[src/rtl/softmax_sum_reciprocal.sv]
// Softmax sum stage: buffers one frame of exponents, sums them,
// divides 2^28 by the sum, then streams exp with the frame reciprocal.
module softmax_sum_reciprocal #(
   parameter int BIT_WIDTH = 16,
   parameter int NUM_ELEM  = 32,
   parameter int ACC_WIDTH = BIT_WIDTH - 1 + $clog2(NUM_ELEM)
) (
   input  logic                 clk,
   input  logic                 rst,
   input  logic                 i_valid,
   input  logic [BIT_WIDTH-1:0] i_data,
   output logic                 o_ready,
   output logic                 o_valid,
   output logic [BIT_WIDTH-1:0] o_expData,
   output logic [BIT_WIDTH-1:0] o_recip,
   output logic                 o_last,
   input  logic                 i_ready
);

   localparam int CW   = $clog2(NUM_ELEM);
   localparam int IW   = $clog2(BIT_WIDTH);
   localparam int RW   = ACC_WIDTH + 1;
   localparam int FRAC = BIT_WIDTH - 4;

   localparam logic [CW-1:0]        LAST    = CW'(NUM_ELEM - 1);
   localparam logic [IW-1:0]        IT_LAST = IW'(BIT_WIDTH - 1);
   localparam logic [RW-1:0]        R_INIT  = RW'(1) << FRAC;
   localparam logic [ACC_WIDTH-1:0] ONE     = ACC_WIDTH'(1) << FRAC;

   typedef enum logic [1:0] {
      ACCUM,
      DIVIDE,
      EMIT
   } state_t;

   state_t state, state_nxt;

   logic [BIT_WIDTH-1:0] buf_mem [NUM_ELEM];
   logic [ACC_WIDTH-1:0] sum;
   logic [CW-1:0]        wr_cnt;
   logic [CW-1:0]        rd_cnt;
   logic [IW-1:0]        it;
   logic [RW-1:0]        rem;
   logic [RW-1:0]        rem_sh;
   logic [RW-1:0]        rem_nxt;
   logic [BIT_WIDTH-1:0] quot;
   logic [BIT_WIDTH-1:0] quot_nxt;
   logic [BIT_WIDTH-1:0] recip;
   logic [BIT_WIDTH-1:0] clamped;
   logic                 ready_q;
   logic                 accept;
   logic                 q_bit;

   assign accept  = (state == ACCUM) && i_valid && ready_q;
   assign clamped = i_data[BIT_WIDTH-1] ? '0 : i_data;

   // one restoring-division step
   assign rem_sh   = rem << 1;
   assign q_bit    = (rem_sh >= RW'(sum));
   assign rem_nxt  = q_bit ? (rem_sh - RW'(sum)) : rem_sh;
   assign quot_nxt = {quot[BIT_WIDTH-2:0], q_bit};

   always_comb begin
      state_nxt = state;
      unique case (state)
         ACCUM:  if (accept && wr_cnt == LAST) state_nxt = DIVIDE;
         DIVIDE: if (it == IT_LAST) state_nxt = EMIT;
         EMIT:   if (i_ready && rd_cnt == LAST) state_nxt = ACCUM;
         default: state_nxt = ACCUM;
      endcase
   end

   always_ff @(posedge clk or posedge rst) begin
      if (rst) state <= ACCUM;
      else     state <= state_nxt;
   end

   always_ff @(posedge clk) begin
      if (accept) buf_mem[wr_cnt] <= clamped;
   end

   always_ff @(posedge clk or posedge rst) begin
      if (rst) begin
         ready_q <= 1'b0;
         sum     <= '0;
         wr_cnt  <= '0;
         rd_cnt  <= '0;
         it      <= '0;
         rem     <= '0;
         quot    <= '0;
         recip   <= '0;
      end else begin
         ready_q <= (state_nxt == ACCUM);
         unique case (state)
            ACCUM: begin
               if (accept) begin
                  sum <= sum + ACC_WIDTH'(clamped);
                  if (wr_cnt == LAST) begin
                     wr_cnt <= '0;
                     rem    <= R_INIT;
                     it     <= '0;
                     quot   <= '0;
                  end else begin
                     wr_cnt <= wr_cnt + 1'b1;
                  end
               end
            end
            DIVIDE: begin
               rem  <= rem_nxt;
               quot <= quot_nxt;
               it   <= it + 1'b1;
               // special sums override the quotient on the final step
               if (it == IT_LAST) begin
                  if (sum == '0)       recip <= '0;
                  else if (sum <= ONE) recip <= '1;
                  else                 recip <= quot_nxt;
               end
            end
            EMIT: begin
               if (i_ready) begin
                  if (rd_cnt == LAST) begin
                     rd_cnt <= '0;
                     sum    <= '0;
                  end else begin
                     rd_cnt <= rd_cnt + 1'b1;
                  end
               end
            end
            default: ;
         endcase
      end
   end

   assign o_ready   = ready_q;
   assign o_valid   = (state == EMIT);
   assign o_expData = (state == EMIT) ? buf_mem[rd_cnt] : '0;
   assign o_recip   = recip;
   assign o_last    = (state == EMIT) && (rd_cnt == LAST);

endmodule

[config.mk]
export PLATFORM = sky130hd
export DESIGN_NAME = softmax_sum_reciprocal
export DESIGN_NICKNAME = d
export VERILOG_FILES = /design/src/rtl/softmax_sum_reciprocal.sv
export SDC_FILE = /design/constraint.sdc
export NUM_CORES = 1
export LEC_CHECK = 0
export BUFFER_PORTS_ARGS = -buffer_cell sky130_fd_sc_hd__buf_2
export CAP_MARGIN = 25
export CORE_ASPECT_RATIO = 1.5
export CORE_MARGIN = 2
export CORE_UTILIZATION = 25
export CTS_CLUSTER_SIZE = 25
export DETAILED_ROUTE_END_ITERATION = 8
export MAX_ROUTING_LAYER = met4
export PLACE_DENSITY = 0.38
export SLEW_MARGIN = 5
export SYNTH_ARGS = -nofsm -noshare
export SYNTH_HDL_FRONTEND = slang
export SYNTH_SLANG_ARGS = --single-unit
export TNS_END_PERCENT = 10
[constraint.sdc]
create_clock -name clk -period 2.6 [get_ports clk]
set_input_delay 0.52 -clock clk [delete_from_list [all_inputs] [get_ports clk]]
set_output_delay 0.52 -clock clk [all_outputs]
set_load 0.01 [all_outputs]
==> results.py, run 1 <==
metrics = {
    "run_status": {
        "status": "complete, but fails checks",
        "violations": "negative setup slack",
    },
    "floorplanning": {
        "die_x_um": 260,
        "rows": 141,
        "core_um2": 98100,
        "num_io_pins": 55,
        "dieArea_um2": 101000,
        "initial_core_util": 0.251,
        "die_y_um": 388,
    },
    "synth": {
        "synth_xor_xnor_area_share": 0.0103,
        "synth_warnings": 0,
        "synthDistinctLibCells": 75,
        "synth-simple-area-share": 0.0645,
        "avgSynthCellArea_um2": 15.0,
        "async_flop_share": 0.155,
        "yosysTopAreaCell": "edfxtp_1",
        "yosys-top-cells-area": "edfxtp_1 (59%), dfrtp_1 (8.9%), mux4_2 (5.5%), mux2i_1 (3.7%), ha_1 (2.2%)",
        "ys_seq_area_frac": 0.674,
        "ys_seq_elements": 568,
        "syn-instance-count": 1646,
        "synth_top_family_by_area": "multiplexers",
        "synth_top_area_share": 0.585,
        "synth_edf_count": 480,
        "synth_nets": 1711,
        "synth_mux_area_frac": 0.106,
        "synthFlopType": "edfxtp_1",
        "synth_area_um2": 24600,
        "post_synth_fa_ha_maj_area_fraction": 0.0235,
        "synth_compound_gate_area_share": 0.0970,
    },
    "timing": {
        "slew_headroom": 0.548,
        "max_freq_mhz": 299,
        "holdWs_ns": 0.307,
        "tns_ns": -11.32,
        "maxSlewViolCount": 0,
        "finalCritPeriodShare": 1.29,
        "fin_ws_ns": -0.747,
        "tightest_slew_ns": 0.677,
        "final.setup_skew_ns": 0.0327,
        "hold_viol_final": 0,
        "setup_violations": 17,
        "period_needed_ns": 3.35,
        "rsz0062_at_grt": "true",
    },
    "layout": {
        "layout_common_cells": "edfxtp_1 (480), buf_4 (179), nand2_1 (126), nor2_1 (90), mux2i_1 (88)",
        "final_common_cell": "edfxtp_1",
        "stdcell_area_um2": 31000,
        "drive_gt1_frac": 0.302,
        "final_nets": 1975,
        "n_fill_cell": 9833,
        "register_area_um2": 16600,
        "multi_input_area_um2": 7870,
        "antenna_cells": 0,
        "utilization": 0.316,
        "area_growth_pct": 26.0,
    },
    "place": {
        "place.gp.congestion": 0.839,
        "dpl_cell_area_um2": 28500,
        "port_buffers": 53,
        "dp_hpwl_um": 48000,
    },
    "route": {
        "routed_wl_um": 70700,
        "drc": 0,
        "dr.pass1.iters": 5,
        "dr_total_vias": 15000,
        "viasPerCell": 4.61,
        "wl_per_cell_um": 21.8,
        "ant_nets": 0,
        "initialDrtViolationCount": 867,
    },
    "critical_path": {
        "start_kind": "flop",
        "critical_path_class": "flop to output port",
        "endpoint_kind": "output port",
        "critPathRequiredTime_ns": 2.08,
        "critPathMaxFanout": 9,
        "cp.arrival_ns": 2.83,
        "reg2reg_depth": 12,
    },
    "global_routing": {
        "grt_pass1_vias": 16000,
        "antenna_found_initial": 1,
        "grt.total_usage": 0.143,
        "grt_pass1_wl_um": 105000,
        "gr-total-overflow": 0,
        "grt_max_degree": 42,
    },
    "cts": {
        "numCtsBuffers": 61,
        "root_buffer": "clkbuf_16",
        "clk_path_buf_depth": 3,
        "cts_tree": "done",
        "cts-htree-levels": 2,
        "clock_latency_ns": 0.66,
        "clkTransAtPathRegs_ns": 0.06,
        "cts_sinks": 568,
    },
    "job": {
        "max-cap-violations": 0,
    },
    "pwr": {
        "p_total_mw": 29.0,
        "ir_worst_vdd_mv": 0.483,
        "leakagePower_nw": 11.0,
        "power_density_nw_per_um2": 935,
    },
    "worst_hold_path": {
        "whs_path_depth": 3,
        "worst_hold_path_type": "input pin to flop",
    },
}
-- synthesized netlist by cell type (all sizes together), types with 22 or more instances --
cell type / instances
mux2i: 90
nand2: 126
o22ai: 43
mux2: 32
nand4: 22
o221ai: 33
a21oi: 93
mux4: 60
edfxtp: 480
ha: 43
clkbuf: 61
nor2: 90
inv: 32
dfrtp: 88
o21ai: 70
buf: 34
-- per-stage QoR --
step,setup slack (ns),std cells
floorplan,-0.0659,1646
global placement,-0.344,3113
detailed placement,-0.306,3113
CTS,-0.865,3231
global route,-0.909,3247
finish,-0.747,3247
-- worst paths after layout --
kind / from / to / slack (ns)
worst max-delay path: rd_cnt[0]$_DFFE_PP0P_ / o_expData[7] / -0.75
worst min-delay path: i_ready / sum[18]$_DFFE_PP0P_ / 0.31
worst max register to register: rd_cnt[0]$_DFFE_PP0P_ / sum[18]$_DFFE_PP0P_ / -0.06
worst min register to register: o_recip[2]$_DFFE_PP0P_ / o_recip[2]$_DFFE_PP0P_ / 0.48
max in group asynchronous: rst / o_recip[8]$_DFFE_PP0P_ / 1.39
min in group asynchronous: rst / o_ready$_DFF_PP0_ / 0.51
-- critical path, cell delays in order (launching register included) --
cell and delay (ns):
dfrtp_4 0.56, buf_12 0.18, buf_12 0.14, buf_4 0.14, mux2i_1 0.11, o221ai_1 0.27, o22ai_1 0.14, a21oi_1 0.18
a21oi_1 0.10, buf_4 0.15, nor2_1 0.07, buf_2 0.13
-- logic make-up (layout without fill, tap and decap cells) --
logic type	count (synthesis)	in the layout
compound gates	352	352
xor+xnor	29	29
fa+ha+maj	45	45
buf+inv	127	441
flops	568	568
mux	182	182
other cells	1	1
simple gates	342	342
-- report_power, final --
part	total (mW)	internal [mW]	switching [mW]	leakage [nW]
Sequential	10.2	10.0	0.219	5.39
Clock	8.57	4.83	3.74	0.940
Combinational	10.2	4.87	5.35	4.64
Total	29.0	19.7	9.31	11.0
-- layer usage --
layer | routed length, um | global-route usage | vias to the layer above
met2 | 37900 | 0.256 | 226
met3 | 2000 | 0.0179 | 103
met5 | 0 | - | -
met4 | 2530 | 0.0542 | 0
li1 | - | - | 6957
met1 | 28400 | 0.163 | 7692
-- registers in the layout, summed over array words and instances (netlist names) --
register / count
sum: 20
rd_cnt: 5
buf_mem: 480
rem: 20
wr_cnt: 5
o_recip: 16
state: 2
it: 4
o_ready: 1
quot: 15
-- repair_timing --
item	CTS	global route
endpoints found under the hold margin	18	0
setup endpoints to repair	26	45
pin swaps	6	19
gates resized for setup	31	69
hold buffers	1	0
setup buffers	4	15
cloned	0	3
-- area by class of cell --
cell class / count / share of cell area
Clock buffer: 80 / 0.0524
Clock inverter: 33 / 0.0110
Inverter: 32 / 0.00399
Multi-Input combinational cell: 951 / 0.254
Sequential cell: 568 / 0.535
Tap cell: 1287 / 0.0519
Timing Repair Buffer: 296 / 0.0917
No activity file was read; power rests on OpenSTA's default activity.
==> inputs of run 2 (changes only) <==
--- a/config.mk
+++ b/config.mk
@@ -12,7 +12,6 @@
 export CORE_UTILIZATION = 25
 export CTS_CLUSTER_SIZE = 25
 export DETAILED_ROUTE_END_ITERATION = 8
-export MAX_ROUTING_LAYER = met4
 export PLACE_DENSITY = 0.38
 export SLEW_MARGIN = 5
 export SYNTH_ARGS = -nofsm -noshare
==> constraint.sdc (replaced) <==
create_clock -name clk -period 2.6 [get_ports clk]
set_input_delay 0.13 -clock clk [delete_from_list [all_inputs] [get_ports clk]]
set_output_delay 0.13 -clock clk [all_outputs]
set_load 0.01 [all_outputs]
==> run 2 against run 1 <==
  * Largest cell class unchanged
  * The run still ends with negative setup slack left
  * Fmax increased by 14%
  * Non-clock buffer count decreased by 51
  * Worst setup slack improved by 0.41 ns
  * Largest power group unchanged
  * Combinational power about the same
  * Highest routed layer unchanged
  * Power decreased by 0.90%
  * Critical path depth decreased by 2
  * Sequential share of layout area increased by 1.3 points
  * Routed wire length decreased by 1.0%
  * Global-route usage decreased by 0.41 points
  * First-iteration DRC count decreased by 5.0%
==> results.py, run 2 (synthesis results as in run 1) <==
metrics = {
    "timing": {
        "period_needed_ns": 2.93,
        "tns_ns": -4.62,
        "max_freq_mhz": 341,
        "rsz0062_at_grt": "true",
        "setup_violations": 15,
        "hold_viol_final": 0,
        "slew_headroom": 0.469,
        "holdWs_ns": 0.119,
        "final.setup_skew_ns": 0.0211,
        "fin_ws_ns": -0.334,
        "maxSlewViolCount": 0,
        "finalCritPeriodShare": 1.13,
        "tightest_slew_ns": 0.796,
    },
    "critical_path": {
        "cp.arrival_ns": 2.80,
        "crit_path_max_incr_delay_ns": 0.52,
        "crit_end": "o_expData[1]",
        "r2r-start": "sum[17]$_DFFE_PP0P_",
        "critPathRequiredTime_ns": 2.47,
        "endpoint_kind": "output port",
        "cp_cell_sequence": "buf_12, buf_16, buf_4, mux4_2, o22ai_1, a21oi_1, a21oi_2, nor2_1, buf_2",
        "start_kind": "flop",
        "rrSetupSlack_ns": 0.04,
        "critPathMaxFanout": 10,
        "reg2reg_depth": 9,
        "crit_slowest_cell": "mux4_2",
        "reg2reg_to": "rem[19]$_DFFE_PP0P_",
        "critical_path_class": "flop to output port",
        "startpoint": "rd_cnt[0]$_DFFE_PP0P_",
    },
    "layout": {
        "reg.largest.list": "buf_mem (480), rem (20), sum (20)",
        "largest_register": "buf_mem",
        "largest_reg_flops": 480,
        "antenna_cells": 0,
        "drive_gt1_frac": 0.288,
        "final_nets": 1923,
        "area_growth_pct": 23.1,
        "final_common_cell": "edfxtp_1",
        "layout_common_cells": "edfxtp_1 (480), buf_4 (148), nand2_1 (126), nor2_1 (88), mux2i_1 (88)",
    },
    "place": {
        "dp_hpwl_um": 46400,
        "port_buffers": 53,
        "place.gp.congestion": 0.796,
    },
    "floorplanning": {
        "num_io_pins": 55,
        "die_y_um": 388,
        "rows": 141,
        "core_um2": 98100,
        "dieArea_um2": 101000,
        "die_x_um": 260,
        "initial_core_util": 0.251,
    },
    "cts": {
        "cts_tree": "done",
        "cts_sinks": 568,
        "root_buffer": "clkbuf_16",
        "clkTransAtPathRegs_ns": 0.06,
        "clk_path_buf_depth": 3,
        "numCtsBuffers": 60,
        "cts-htree-levels": 2,
        "clock_latency_ns": 0.64,
    },
    "global_routing": {
        "antenna_found_initial": 0,
        "grt.total_usage": 0.139,
        "grt_pass1_vias": 15700,
        "grt_max_degree": 47,
        "gr-total-overflow": 0,
        "grt_pass1_wl_um": 105000,
    },
    "route": {
        "ant_nets": 0,
        "routed_wl_um": 70000,
        "initialDrtViolationCount": 824,
        "dr.pass1.iters": 5,
        "wl_per_cell_um": 21.9,
        "dr_total_vias": 14800,
        "drc": 0,
        "viasPerCell": 4.64,
    },
    "run_status": {
        "violations": "negative setup slack",
        "status": "complete, but fails checks",
    },
    "worst_hold_path": {
        "worst_hold_path_type": "input pin to async pin",
    },
    "job": {
        "max-cap-violations": 0,
    },
    "pwr": {
        "ir_worst_vdd_mv": 0.507,
        "power_density_nw_per_um2": 948,
        "leakagePower_nw": 10.6,
    },
}
## run 2: area by class of cell
cell class	instances	area, um2
fill	9930	67800
sequential	568	16600
multi-input combinational	951	7890
timing repair buffer	245	2200
tap	1287	1610
clock buffer	77	1600
clock inverter	35	293
inverter	32	123
## run 2: per-stage QoR
| step | power, mW | utilization | std cells | worst slack [ns] | area [um2] |
|---|---|---|---|---|---|
| after global routing | 30.3 | 0.309 | 3195 | -0.480 | 30300 |
| after CTS | 28.7 | 0.306 | 3190 | -0.443 | 30000 |
| after global placement | 19.4 | 0.282 | 3058 | 0.0285 | 27600 |
| after detailed placement | 19.4 | 0.282 | 3058 | 0.0235 | 27600 |
| after floorplan | 15.8 | - | 1646 | 0.00127 | 24700 |
| final | 28.8 | 0.309 | 3195 | -0.334 | 30300 |
## run 2: worst min path at each step
stage	from	endpoint	slack, ns	cells after the start
global placement	rst	o_recip[10]$_DFFE_PP0P_	0.25	2
detailed placement	rst	o_recip[11]$_DFFE_PP0P_	0.25	2
floorplan	i_ready	state[1]$_DFF_PP0_	0.31	3
finish	rst	o_recip[11]$_DFFE_PP0P_	0.12	3
global route	i_data[15]	buf_mem[10][0]$_DFFE_PP_	0.13	3
CTS	i_data[15]	buf_mem[10][0]$_DFFE_PP_	0.1	3
## run 2: timing repair
action / in CTS / in global routing
gates cloned: 4 / 2
hold buffers: 5 / 0
hold endpoints to repair: 51 / 0
endpoints found under the setup margin: 16 / 43
gates resized for setup: 60 / 70
pin swaps: 13 / 26
setup buffers: 11 / 3
## run 2: metal layers
metal | track usage | vias to the layer above | routed length (um)
li1 | - | 6858 | -
met1 | 0.163 | 7634 | 27900
met2 | 0.262 | 235 | 38300
met3 | 0.0158 | 92 | 1810
met4 | 0.0451 | 0 | 2000
met5 | 0 | - | 0
## run 2: critical path: cells and delay by family, from the launching register on
kind | cells | cell delay [ns]
AO/OA/AOI/OAI | 3 | 0.45
buffers and inverters | 4 | 0.65
flip-flops | 1 | 0.48
multiplexers | 1 | 0.52
AND/OR/NAND/NOR | 1 | 0.07
## run 2: power breakdown
part / switching (mW) / total [mW] / internal [mW]
Combinational: 5.54 / 10.2 / 4.68
Sequential: 0.176 / 10.2 / 10.0
Clock: 3.70 / 8.35 / 4.64
Total: 9.42 / 28.8 / 19.3
==> inputs of run 3 (changes only) <==
--- a/config.mk
+++ b/config.mk
@@ -12,7 +12,7 @@
 export CORE_UTILIZATION = 25
 export CTS_CLUSTER_SIZE = 25
 export DETAILED_ROUTE_END_ITERATION = 8
-export PLACE_DENSITY = 0.38
+export PLACE_DENSITY = 0.37
 export SLEW_MARGIN = 5
 export SYNTH_ARGS = -nofsm -noshare
 export SYNTH_HDL_FRONTEND = slang
==> run 3 against run 2 <==
  * The flow still finishes with violations (negative setup slack)
  * First-iteration DRC count shrank 9.0%
  * Flip-flop and latch count unchanged
  * Final area up 0.85%
  * Critical path depth increased by 2
  * Register-to-register slack about the same
  * Critical endpoint is now o_expData[11]
  * Critical path type unchanged
  * Worst hold slack gained 0.018 ns
  * Worst setup slack worse by 0.059 ns
  * Power up 1.6%
==> results.py, run 3 (synthesis results as in run 1) <==
metrics = {
    "run_status": {
        "status": "complete, but fails checks",
        "violations": "negative setup slack",
    },
    "cts": {
        "cts_sinks": 568,
        "clock_latency_ns": 0.67,
        "root_buffer": "clkbuf_16",
        "clkTransAtPathRegs_ns": 0.06,
        "cts-htree-levels": 2,
        "numCtsBuffers": 60,
        "clk_path_buf_depth": 3,
        "cts_tree": "done",
    },
    "timing": {
        "finalCritPeriodShare": 1.15,
        "period_needed_ns": 2.99,
        "hold_viol_final": 0,
        "holdWs_ns": 0.137,
        "fin_ws_ns": -0.392,
        "max_freq_mhz": 334,
        "final.setup_skew_ns": 0.0570,
        "slew_headroom": 0.522,
        "tightest_slew_ns": 0.716,
        "rsz0062_at_grt": "true",
        "setup_violations": 15,
        "maxSlewViolCount": 0,
        "tns_ns": -4.94,
    },
    "place": {
        "dpl_cell_area_um2": 27800,
        "dp_hpwl_um": 47900,
        "place.gp.congestion": 0.788,
        "port_buffers": 53,
        "place_inst": 3076,
    },
    "floorplanning": {
        "die_y_um": 388,
        "rows": 141,
        "die_x_um": 260,
        "core_um2": 98100,
        "dieArea_um2": 101000,
        "num_io_pins": 55,
        "initial_core_util": 0.251,
    },
    "layout": {
        "multi_input_area_um2": 7870,
        "layout.cells.non_filler": 3219,
        "n_fill_cell": 9880,
        "layout_common_cells": "edfxtp_1 (480), buf_4 (168), nand2_1 (126), mux2i_1 (90), nor2_1 (86)",
        "area_growth_pct": 24.2,
        "drive_gt1_frac": 0.296,
        "final_common_cell": "edfxtp_1",
        "reg.largest.list": "buf_mem (480), rem (20), sum (20)",
        "register_area_um2": 16600,
        "antenna_cells": 0,
        "largest_reg_flops": 480,
        "largest_register": "buf_mem",
        "stdcell_area_um2": 30600,
        "final_nets": 1945,
    },
    "route": {
        "routed_wl_um": 71900,
        "wl_per_cell_um": 22.3,
        "ant_nets": 0,
        "initialDrtViolationCount": 750,
        "viasPerCell": 4.61,
        "dr_total_vias": 14900,
        "dr.pass1.iters": 5,
        "drc": 0,
    },
    "pwr": {
        "power_density_nw_per_um2": 955,
        "ir_worst_vdd_mv": 0.567,
        "leakagePower_nw": 10.8,
    },
    "global_routing": {
        "grt_pass1_vias": 15900,
        "antenna_found_initial": 0,
        "grt.total_usage": 0.143,
        "grt_pass1_wl_um": 107000,
        "gr-total-overflow": 0,
        "grt_max_degree": 49,
    },
    "worst_hold_path": {
        "min_to": "buf_mem[4][0]$_DFFE_PP_",
        "holdCritStartpoint": "i_data[15]",
        "whs_path_depth": 3,
        "worst_hold_path_type": "input pin to flop",
    },
    "critical_path": {
        "reg2reg_to": "rem[12]$_DFFE_PP0P_",
        "critPathMaxFanout": 7,
        "reg2reg_depth": 10,
        "crit_path_max_incr_delay_ns": 0.52,
        "crit_slowest_cell": "dfrtp_4",
        "cp_cell_sequence": "buf_12, buf_16, buf_4, mux2_2, a21oi_2, o21ai_1, o22ai_1, a211oi_1, a21oi_1, nor2_1, buf_2",
        "critPathBufInv": 4,
        "cp.arrival_ns": 2.86,
        "rrSetupSlack_ns": 0.05,
        "start_kind": "flop",
        "critPathRequiredTime_ns": 2.47,
        "critical_path_class": "flop to output port",
        "r2r-start": "sum[4]$_DFFE_PP0P_",
        "endpoint_kind": "output port",
        "cp_top_family": "compound AO/OA/AOI/OAI gates",
    },
    "job": {
        "max-cap-violations": 0,
    },
}
[run 3: cell types whose count changed in the layout (fill, tap and decap cells not counted), moves of 4 or more]
cell	before	now
clkinv_2	11	18
buf_12	20	24
buf_4	148	168
clkbuf_1	14	10
[run 3: how the worst max path moves through the flow]
stage	start	to	slack, ns	cells past startpoint
after floorplan	i_data[3]	sum[17]$_DFFE_PP0P_	0.001	9
after global placement	i_data[15]	sum[14]$_DFFE_PP0P_	-0.13	10
after detailed placement	i_data[15]	sum[14]$_DFFE_PP0P_	-0.13	10
after CTS	rd_cnt[0]$_DFFE_PP0P_	o_expData[4]	-0.47	12
after global routing	rd_cnt[0]$_DFFE_PP0P_	o_expData[4]	-0.53	11
final	rd_cnt[0]$_DFFE_PP0P_	o_expData[11]	-0.39	11
[run 3: repair_timing]
item / CTS / global route
setup buffers: 21 / 2
pin swaps: 22 / 25
endpoints found under the setup margin: 18 / 33
gates cloned: 5 / 0
gates resized for setup: 60 / 59
endpoints found under the hold margin: 55 / 0
hold buffers: 5 / 0
[run 3: power by group]
group	total (mW)	switching [mW]	internal, mW
Combinational	10.6	5.69	4.88
Sequential	10.2	0.139	10.0
Clock	8.51	3.76	4.75
[run 3: per-layer routing]
| metal | GRT usage | routed length (um) | vias to the layer above |
|---|---|---|---|
| li1 | - | - | 6882 |
| met1 | 0.165 | 28800 | 7651 |
| met2 | 0.272 | 39400 | 217 |
| met3 | 0.0164 | 1750 | 103 |
| met4 | 0.0447 | 1960 | 0 |
| met5 | 0 | 0 | - |
[run 3: through the flow]
stage / setup WS, ns / utilization / power (mW)
after detailed placement: -0.133 / 0.283 / 19.6
after floorplan: 0.00127 / - / 15.8
after global placement: -0.126 / 0.283 / 19.6
after global routing: -0.533 / 0.312 / 30.7
final: -0.392 / 0.312 / 29.2
after CTS: -0.466 / 0.310 / 29.4
[run 3: area by class of cell]
class | instances | area share
clock buffer | 72 | 0.0516
clock inverter | 42 | 0.0121
inverter | 32 | 0.00401
multi-input combinational | 951 | 0.257
sequential | 568 | 0.543
tap | 1287 | 0.0526
timing repair buffer | 267 | 0.0789
[run 3: worst register-to-register path, cell delays in order (launching register included)]
cell and delay (ns):
dfrtp_1 0.42, inv_1 0.19, ha_2 0.35, o211a_1 0.17
o31ai_4 0.09, a21o_4 0.21, a31oi_4 0.10, a21o_4 0.28
and2_4 0.17, buf_12 0.14, o311a_1 0.28
